File: config.mk
export PLATFORM = sky130hd
export DESIGN_NAME = tile_query_ctrl
export DESIGN_NICKNAME = d
export VERILOG_FILES = /design/src/rtl/trax_pkg.sv /design/src/rtl/tile_nbr_addr.sv /design/src/rtl/tile_query_ctrl.sv
export SDC_FILE = /design/constraint.sdc
export NUM_CORES = 1
export LEC_CHECK = 0
export CAP_MARGIN = 20
export CORE_ASPECT_RATIO = 0.7
export CORE_MARGIN = 8
export CORE_UTILIZATION = 35
export DETAILED_ROUTE_END_ITERATION = 8
export GPL_TIMING_DRIVEN = 0
export SYNTH_ARGS = -nofsm -noshare
export SYNTH_HDL_FRONTEND = slang
export SYNTH_SLANG_ARGS = --single-unit
File: constraint.sdc
create_clock -name clock -period 9.15 [get_ports clock]
set_clock_uncertainty 0.15 [all_clocks]
set_input_delay 1.3725 -clock clock [delete_from_list [all_inputs] [get_ports clock]]
set_output_delay 1.3725 -clock clock [all_outputs]
set_load 0.005 [all_outputs]
File: src/rtl/trax_pkg.sv
// Shared tile-code, mask and FSM definitions for the trax move-query datapath.
// Used by the query controller, its address helper and the tile checker.
package trax_pkg;

  localparam logic [2:0] EMPTY          = 3'd0;
  localparam logic [2:0] SLASH_DOWN     = 3'd1;
  localparam logic [2:0] SLASH_UP       = 3'd2;
  localparam logic [2:0] PLUS_VRT       = 3'd3;
  localparam logic [2:0] PLUS_HZ        = 3'd4;
  localparam logic [2:0] BACKSLASH_UP   = 3'd5;
  localparam logic [2:0] BACKSLASH_DOWN = 3'd6;
  localparam logic [2:0] ILLEGAL        = 3'd7;

  // Mask bit i means tile code i+1 is legal.
  localparam int MASK_W            = 6;
  localparam int MB_SLASH_DOWN     = 0;
  localparam int MB_SLASH_UP       = 1;
  localparam int MB_PLUS_VRT       = 2;
  localparam int MB_PLUS_HZ        = 3;
  localparam int MB_BACKSLASH_UP   = 4;
  localparam int MB_BACKSLASH_DOWN = 5;
  localparam logic [MASK_W-1:0] MASK_ALL = 6'b111111;

  localparam logic [2:0] K_CENTRE = 3'd0;
  localparam logic [2:0] K_UP     = 3'd1;
  localparam logic [2:0] K_DOWN   = 3'd2;
  localparam logic [2:0] K_RIGHT  = 3'd3;
  localparam logic [2:0] K_LEFT   = 3'd4;

  typedef enum logic [2:0] {
    ST_IDLE  = 3'd0,
    ST_FETCH = 3'd1,
    ST_LAST  = 3'd2,
    ST_START = 3'd3,
    ST_WAIT  = 3'd4,
    ST_RESP  = 3'd5
  } state_e;

  function automatic logic is_onehot(input logic [MASK_W-1:0] m);
    int n;
    n = 0;
    for (int i = 0; i < MASK_W; i++) n += int'(m[i]);
    return (n == 1);
  endfunction

endpackage

File: src/rtl/tile_nbr_addr.sv
// Maps (row, col, fetch index k) to a board RAM read; reads that would fall
// off the board edge are suppressed (rd_en=0, addr=0).
module tile_nbr_addr import trax_pkg::*; #(
  parameter int ROWS   = 8,
  parameter int COLS   = 8,
  parameter int ROW_W  = 3,
  parameter int COL_W  = 3,
  parameter int ADDR_W = 6
) (
  input  logic [ROW_W-1:0]  row,
  input  logic [COL_W-1:0]  col,
  input  logic [2:0]        k,
  output logic              rd_en,
  output logic [ADDR_W-1:0] addr
);

  logic [ROW_W-1:0] r;
  logic [COL_W-1:0] c;

  always_comb begin
    rd_en = 1'b1;
    r     = row;
    c     = col;
    case (k)
      K_CENTRE: ;
      K_UP: begin
        if (row == '0) rd_en = 1'b0;
        else           r = row - ROW_W'(1);
      end
      K_DOWN: begin
        if (row == ROW_W'(ROWS-1)) rd_en = 1'b0;
        else                       r = row + ROW_W'(1);
      end
      K_RIGHT: begin
        if (col == COL_W'(COLS-1)) rd_en = 1'b0;
        else                       c = col + COL_W'(1);
      end
      K_LEFT: begin
        if (col == '0) rd_en = 1'b0;
        else           c = col - COL_W'(1);
      end
      default: rd_en = 1'b0;
    endcase
    addr = rd_en ? (ADDR_W'(r) * ADDR_W'(COLS) + ADDR_W'(c)) : '0;
  end

endmodule

File: src/rtl/tile_query_ctrl.sv
// Fetches a candidate cell plus its four neighbours from board RAM, runs the
// tile checker handshake and returns the legal-tile mask to the move engines.
module tile_query_ctrl import trax_pkg::*; #(
  parameter int ROWS    = 8,
  parameter int COLS    = 8,
  parameter int ROW_W   = 3,
  parameter int COL_W   = 3,
  parameter int ADDR_W  = 6,
  parameter int TIMEOUT = 16
) (
  input  logic              clock,
  input  logic              reset_n,
  input  logic              req_valid,
  output logic              req_ready,
  input  logic [ROW_W-1:0]  req_row,
  input  logic [COL_W-1:0]  req_col,
  output logic              mem_rd_en,
  output logic [ADDR_W-1:0] mem_rd_addr,
  input  logic [2:0]        mem_rd_data,
  output logic              chk_start,
  output logic [2:0]        chk_up,
  output logic [2:0]        chk_down,
  output logic [2:0]        chk_right,
  output logic [2:0]        chk_left,
  input  logic [5:0]        chk_tile_type,
  input  logic              chk_end,
  output logic              resp_valid,
  input  logic              resp_ready,
  output logic [5:0]        resp_mask,
  output logic              resp_forced,
  output logic              resp_error,
  output state_e            dbg_state
);

  // Handshakes: a transfer happens on a rising edge where valid && ready; the
  // sender holds valid and payload stable until then (resp side: mask/forced/error).
  localparam int CNT_W = $clog2(TIMEOUT + 1);

  state_e            state_q, state_d;
  logic [ROW_W-1:0]  row_q, row_d;
  logic [COL_W-1:0]  col_q, col_d;
  logic [2:0]        k_q, k_d;
  logic              prev_en_q, prev_en_d;
  logic [4:0][2:0]   nbr_q, nbr_d, nbr_cap;
  logic [CNT_W-1:0]  cnt_q, cnt_d;
  logic [5:0]        mask_q, mask_d;
  logic              err_q, err_d;
  logic              addr_en;
  logic [ADDR_W-1:0] addr_raw;
  logic [2:0]        cap_val;
  logic              any_illegal, all_empty;

  tile_nbr_addr #(
    .ROWS(ROWS), .COLS(COLS), .ROW_W(ROW_W), .COL_W(COL_W), .ADDR_W(ADDR_W)
  ) u_nbr_addr (
    .row(row_q), .col(col_q), .k(k_q), .rd_en(addr_en), .addr(addr_raw)
  );

  // A slot whose read was suppressed (off-board) captures EMPTY.
  assign cap_val = prev_en_q ? mem_rd_data : EMPTY;

  always_comb begin
    nbr_cap = nbr_q;
    if ((state_q == ST_FETCH && k_q != K_CENTRE) || state_q == ST_LAST)
      nbr_cap[k_q - 3'd1] = cap_val;
    any_illegal = 1'b0;
    for (int i = 0; i < 5; i++) if (nbr_cap[i] == ILLEGAL) any_illegal = 1'b1;
    all_empty = (nbr_cap[K_UP] == EMPTY) && (nbr_cap[K_DOWN] == EMPTY) &&
                (nbr_cap[K_RIGHT] == EMPTY) && (nbr_cap[K_LEFT] == EMPTY);
  end

  always_comb begin
    state_d     = state_q;
    row_d       = row_q;
    col_d       = col_q;
    k_d         = k_q;
    prev_en_d   = 1'b0;
    nbr_d       = nbr_cap;
    cnt_d       = cnt_q;
    mask_d      = mask_q;
    err_d       = err_q;
    req_ready   = 1'b0;
    mem_rd_en   = 1'b0;
    mem_rd_addr = '0;
    chk_start   = 1'b0;
    resp_valid  = 1'b0;
    case (state_q)
      ST_IDLE: begin
        req_ready = 1'b1;
        if (req_valid) begin
          row_d   = req_row;
          col_d   = req_col;
          k_d     = K_CENTRE;
          nbr_d   = '0;
          mask_d  = '0;
          err_d   = 1'b0;
          state_d = ST_FETCH;
        end
      end
      ST_FETCH: begin
        mem_rd_en   = addr_en;
        mem_rd_addr = addr_raw;
        prev_en_d   = addr_en;
        k_d         = k_q + 3'd1;
        if (k_q == K_LEFT) state_d = ST_LAST;
      end
      ST_LAST: begin
        if (nbr_cap[K_CENTRE] != EMPTY || any_illegal) begin
          mask_d  = '0;
          err_d   = 1'b1;
          state_d = ST_RESP;
        end else if (all_empty) begin
          mask_d  = MASK_ALL;
          err_d   = 1'b0;
          state_d = ST_RESP;
        end else begin
          state_d = ST_START;
        end
      end
      ST_START: begin
        chk_start = 1'b1;
        cnt_d     = '0;
        if (chk_end) begin
          mask_d  = chk_tile_type;
          err_d   = (chk_tile_type == '0);
          state_d = ST_RESP;
        end else begin
          // The START cycle itself counts toward the timeout window.
          cnt_d   = CNT_W'(1);
          state_d = ST_WAIT;
        end
      end
      ST_WAIT: begin
        if (chk_end) begin
          mask_d  = chk_tile_type;
          err_d   = (chk_tile_type == '0);
          state_d = ST_RESP;
        end else if (cnt_q >= CNT_W'(TIMEOUT - 1)) begin
          mask_d  = '0;
          err_d   = 1'b1;
          state_d = ST_RESP;
        end else begin
          cnt_d = cnt_q + CNT_W'(1);
        end
      end
      ST_RESP: begin
        resp_valid = 1'b1;
        if (resp_ready) state_d = ST_IDLE;
      end
      default: state_d = ST_IDLE;
    endcase
  end

  always_ff @(posedge clock or negedge reset_n) begin
    if (!reset_n) begin
      state_q   <= ST_IDLE;
      row_q     <= '0;
      col_q     <= '0;
      k_q       <= '0;
      prev_en_q <= 1'b0;
      nbr_q     <= '0;
      cnt_q     <= '0;
      mask_q    <= '0;
      err_q     <= 1'b0;
    end else begin
      state_q   <= state_d;
      row_q     <= row_d;
      col_q     <= col_d;
      k_q       <= k_d;
      prev_en_q <= prev_en_d;
      nbr_q     <= nbr_d;
      cnt_q     <= cnt_d;
      mask_q    <= mask_d;
      err_q     <= err_d;
    end
  end

  assign chk_up      = nbr_q[K_UP];
  assign chk_down    = nbr_q[K_DOWN];
  assign chk_right   = nbr_q[K_RIGHT];
  assign chk_left    = nbr_q[K_LEFT];
  assign resp_mask   = (state_q == ST_RESP) ? mask_q : '0;
  assign resp_error  = (state_q == ST_RESP) ? err_q : 1'b0;
  assign resp_forced = (state_q == ST_RESP) ? is_onehot(mask_q) : 1'b0;
  assign dbg_state   = state_q;

endmodule
==> impl_metrics.toml <==
[worst_setup_path]
end_kind = "output port"
r2r_start = "k_q[0]"
rrSetupSlack_ns = 5.44
timing.rr.end = "err_q"
reg2regPathDepth = 11
critPathLaunchType = "register"
cp.required_ns = 7.63
crit_type = "reg2out"
cp_max_fo = 2
cp.arrival_ns = 3.30

[timing]
fin_crit_sh_pct = 52.7
finalWorstSetupSlack_ns = 4.33
fin_crit_ns = 4.82
setup-tns-final_ns = 0
slew_viol_final = 0
worst_pin_slew_ns = 0.725
slew_headroom_pct = 51.3
finalHoldViolations = 0
setup_viol = 0
max_freq_mhz = 208
rsz0062_at_grt = "false"

[detailed_routing]
antenna_left = 0
vias = 2546
routed_wl_um = 7380
viasPerCell = 5.12
m1WireLength_um = 3890
wl_met2_um = 3150
drt-wirelength-per-cell_um = 14.8
drc_errors = 0
highest_layer = "met4"
drtIter0Drc = 152
wl_met3_um = 292
dr.pass1.iters = 4

[clocking]
cts_resized = 0
cts.clk_slew.worst_paths_ns = 0.06
numCtsBuffers = 5
clockBufferDepth = 2
hold_buffers = 0
cts_setup_buffers = 0
h-tree-depth = 2
clock_latency_ns = 0.28
clkSinkCount = 40
clockRootBuffer = "clkbuf_16"
cts_tree = "built"

[synth]
synth_top_family_by_area = "compound AO/OA/AOI/OAI gates"
ys_warn_count = 0
synth_xor_xnor_area_share_pct = 1.16
synth_common_cells = "40 x dfrtp_1, 40 x nor2_1, 31 x nand2_1"
synth.net_count = 370
synth_ff_type = "dfrtp_1"
synth_edf_count = 0
synth_area_leaders = "dfrtp_1 34%, mux2i_1 6.9%, ha_1 6.4%, nor2_1 5.2%, a21oi_1 4.3%"
synth_area_mm2 = 0.00291
synth_seq_cells = 40
synthDistinctLibCells = 61
muxShareOfSynthArea_pct = 8.03
synth_compound_gate_area_share_pct = 20.5
yosys.area_share.simple_pct = 19.7
synth_fa_ha_area_share_pct = 8.50
synthArstFlopShare_pct = 100
syn_area_per_cell_um2 = 8.78
synth-seq-area-share_pct = 34.3
netlist.area_leader.share_pct = 34.3
yosysTopAreaCell = "dfrtp_1"
synthCells = 332

[pwr]
ir_drop_mv = 0.133
p_leak_uw = 0.00168
cellPowerDensity_mw_per_mm2 = 331

[grt]
antenna_found_initial = 0
grt_pass1_wl_um = 12400
grt_max_degree = 36
grt_overflow = 0
grt_usage_pct = 12.9
grt_pass1_vias = 2558

[final_layout]
layout-drive-gt1-share_pct = 10.7
antenna_cells = 0
area_growth_pct = 27.5
nets = 430
fill_cells = 834

[floorplanning]
start_util_pct = 35.2
num_io_pins = 53
core_mm2 = 0.00827
rows = 28
die_y_um = 92.3
die_w_um = 125
die_area_mm2 = 0.0115

[min_path]
worstHoldStart = "cnt_q[3]"
holdPathStages = 2
min_to = "cnt_q[3]"
min_path_type = "reg2reg"

[status]
status = "completed"

[placement]
globalplace.congestion = 0.798
port_buffers = 52
dp_slack_ns = 4.62
place_hpwl_um = 5720

[flow_run]
max_cap_viol_count = 0
==> routing by layer <==
metal	vias up	track usage, %
met2	44	19.8
met5	-	0
met4	0	3.03
li1	1281	-
met1	1217	17.6
met3	4	3.44
==> registers in the layout, summed over array words and instances (netlist names), named ones only <==
register,cells
prev_en_q,1
cnt_q,5
chk_right,3
k_q,3
chk_up,2
chk_down,3
col_q,3
nbr_q,3
chk_left,3
row_q,3
err_q,1
mask_q,6
dbg_state,3
==> critical path: stages, from the launching register on <==
cell and delay (ns):
dfrtp_1 0.40, fa_1 0.54, inv_1 0.06, fa_1 0.48, inv_1 0.04, ha_1 0.18
fa_1 0.43, nor4b_1 0.33, clkdlybuf4s50_1 0.57
==> layout by cell type (no fill, tap or decap), types with 3 or more instances in the layout <==
| cell | netlist | routed |
|---|---|---|
| nand3_1 | 6 | 6 |
| clkdlybuf4s50_1 | 0 | 51 |
| buf_2 | 4 | 5 |
| buf_4 | 12 | 12 |
| mux2_2 | 3 | 3 |
| a211oi_1 | 4 | 4 |
| nor3_1 | 13 | 13 |
| a31oi_1 | 6 | 6 |
| inv_1 | 24 | 24 |
| o21ai_0 | 17 | 17 |
| mux2i_1 | 20 | 20 |
| ha_1 | 15 | 15 |
| dfrtp_1 | 40 | 40 |
| nor2_1 | 40 | 40 |
| nand2_1 | 31 | 31 |
| nand2b_1 | 4 | 4 |
| a2111oi_4 | 3 | 3 |
| o22ai_1 | 3 | 3 |
| clkbuf_16 | 0 | 5 |
| fa_1 | 3 | 3 |
| and2_1 | 5 | 5 |
| clkbuf_1 | 6 | 7 |
| a21oi_1 | 25 | 25 |
==> cell families after synthesis <==
group | Yosys count
and+or+nand+nor | 120
AOI/OAI and AO/OA | 81
buffers and inverters | 47
DFF | 40
muxes | 23
adders and majority gates | 18
xor gates and xnor gates | 3
==> area by class of cell <==
cell class                 count  area, um2  area share [%]
tap                          105        131            3.54
clock inverter                 1       5.00           0.135
multi-input combinational    245       1690            45.4
timing repair buffer          53        536            14.4
clock buffer                   6        129            3.47
buffer                        23        136            3.67
sequential                    40       1000            26.9
inverter                      24       90.1            2.43
==> how the worst max path moves through the flow <==
stage | to | start | cells after the start | slack [ns]
floorplan | resp_forced | mask_q[0] | 7 | 5.23
global placement | resp_forced | mask_q[0] | 8 | 4.62
detailed placement | resp_forced | mask_q[0] | 8 | 4.62
CTS | resp_forced | mask_q[0] | 8 | 4.33
global route | resp_forced | mask_q[0] | 8 | 4.16
finish | resp_forced | mask_q[0] | 8 | 4.33
==> stage by stage <==
stage	util, %	instance area (um2)	hold WS, ns	total power, uW	cells
5_1_grt	44.9	3710	0.413	1350	497
2_1_floorplan	-	2910	0.323	817	332
3_5_place_dp	43.3	3580	0.367	1070	490
3_3_place_gp	43.1	3570	0.356	1050	489
4_1_cts	44.9	3710	0.379	1240	497
6_report	44.9	3710	0.376	1230	497
==> where the power goes <==
part           internal [uW]  switching, uW  total, uW
logic                    347            410        757
registers                243           63.1        306
clock network           99.1           67.0        166
Power figures use the tool's default switching activity.
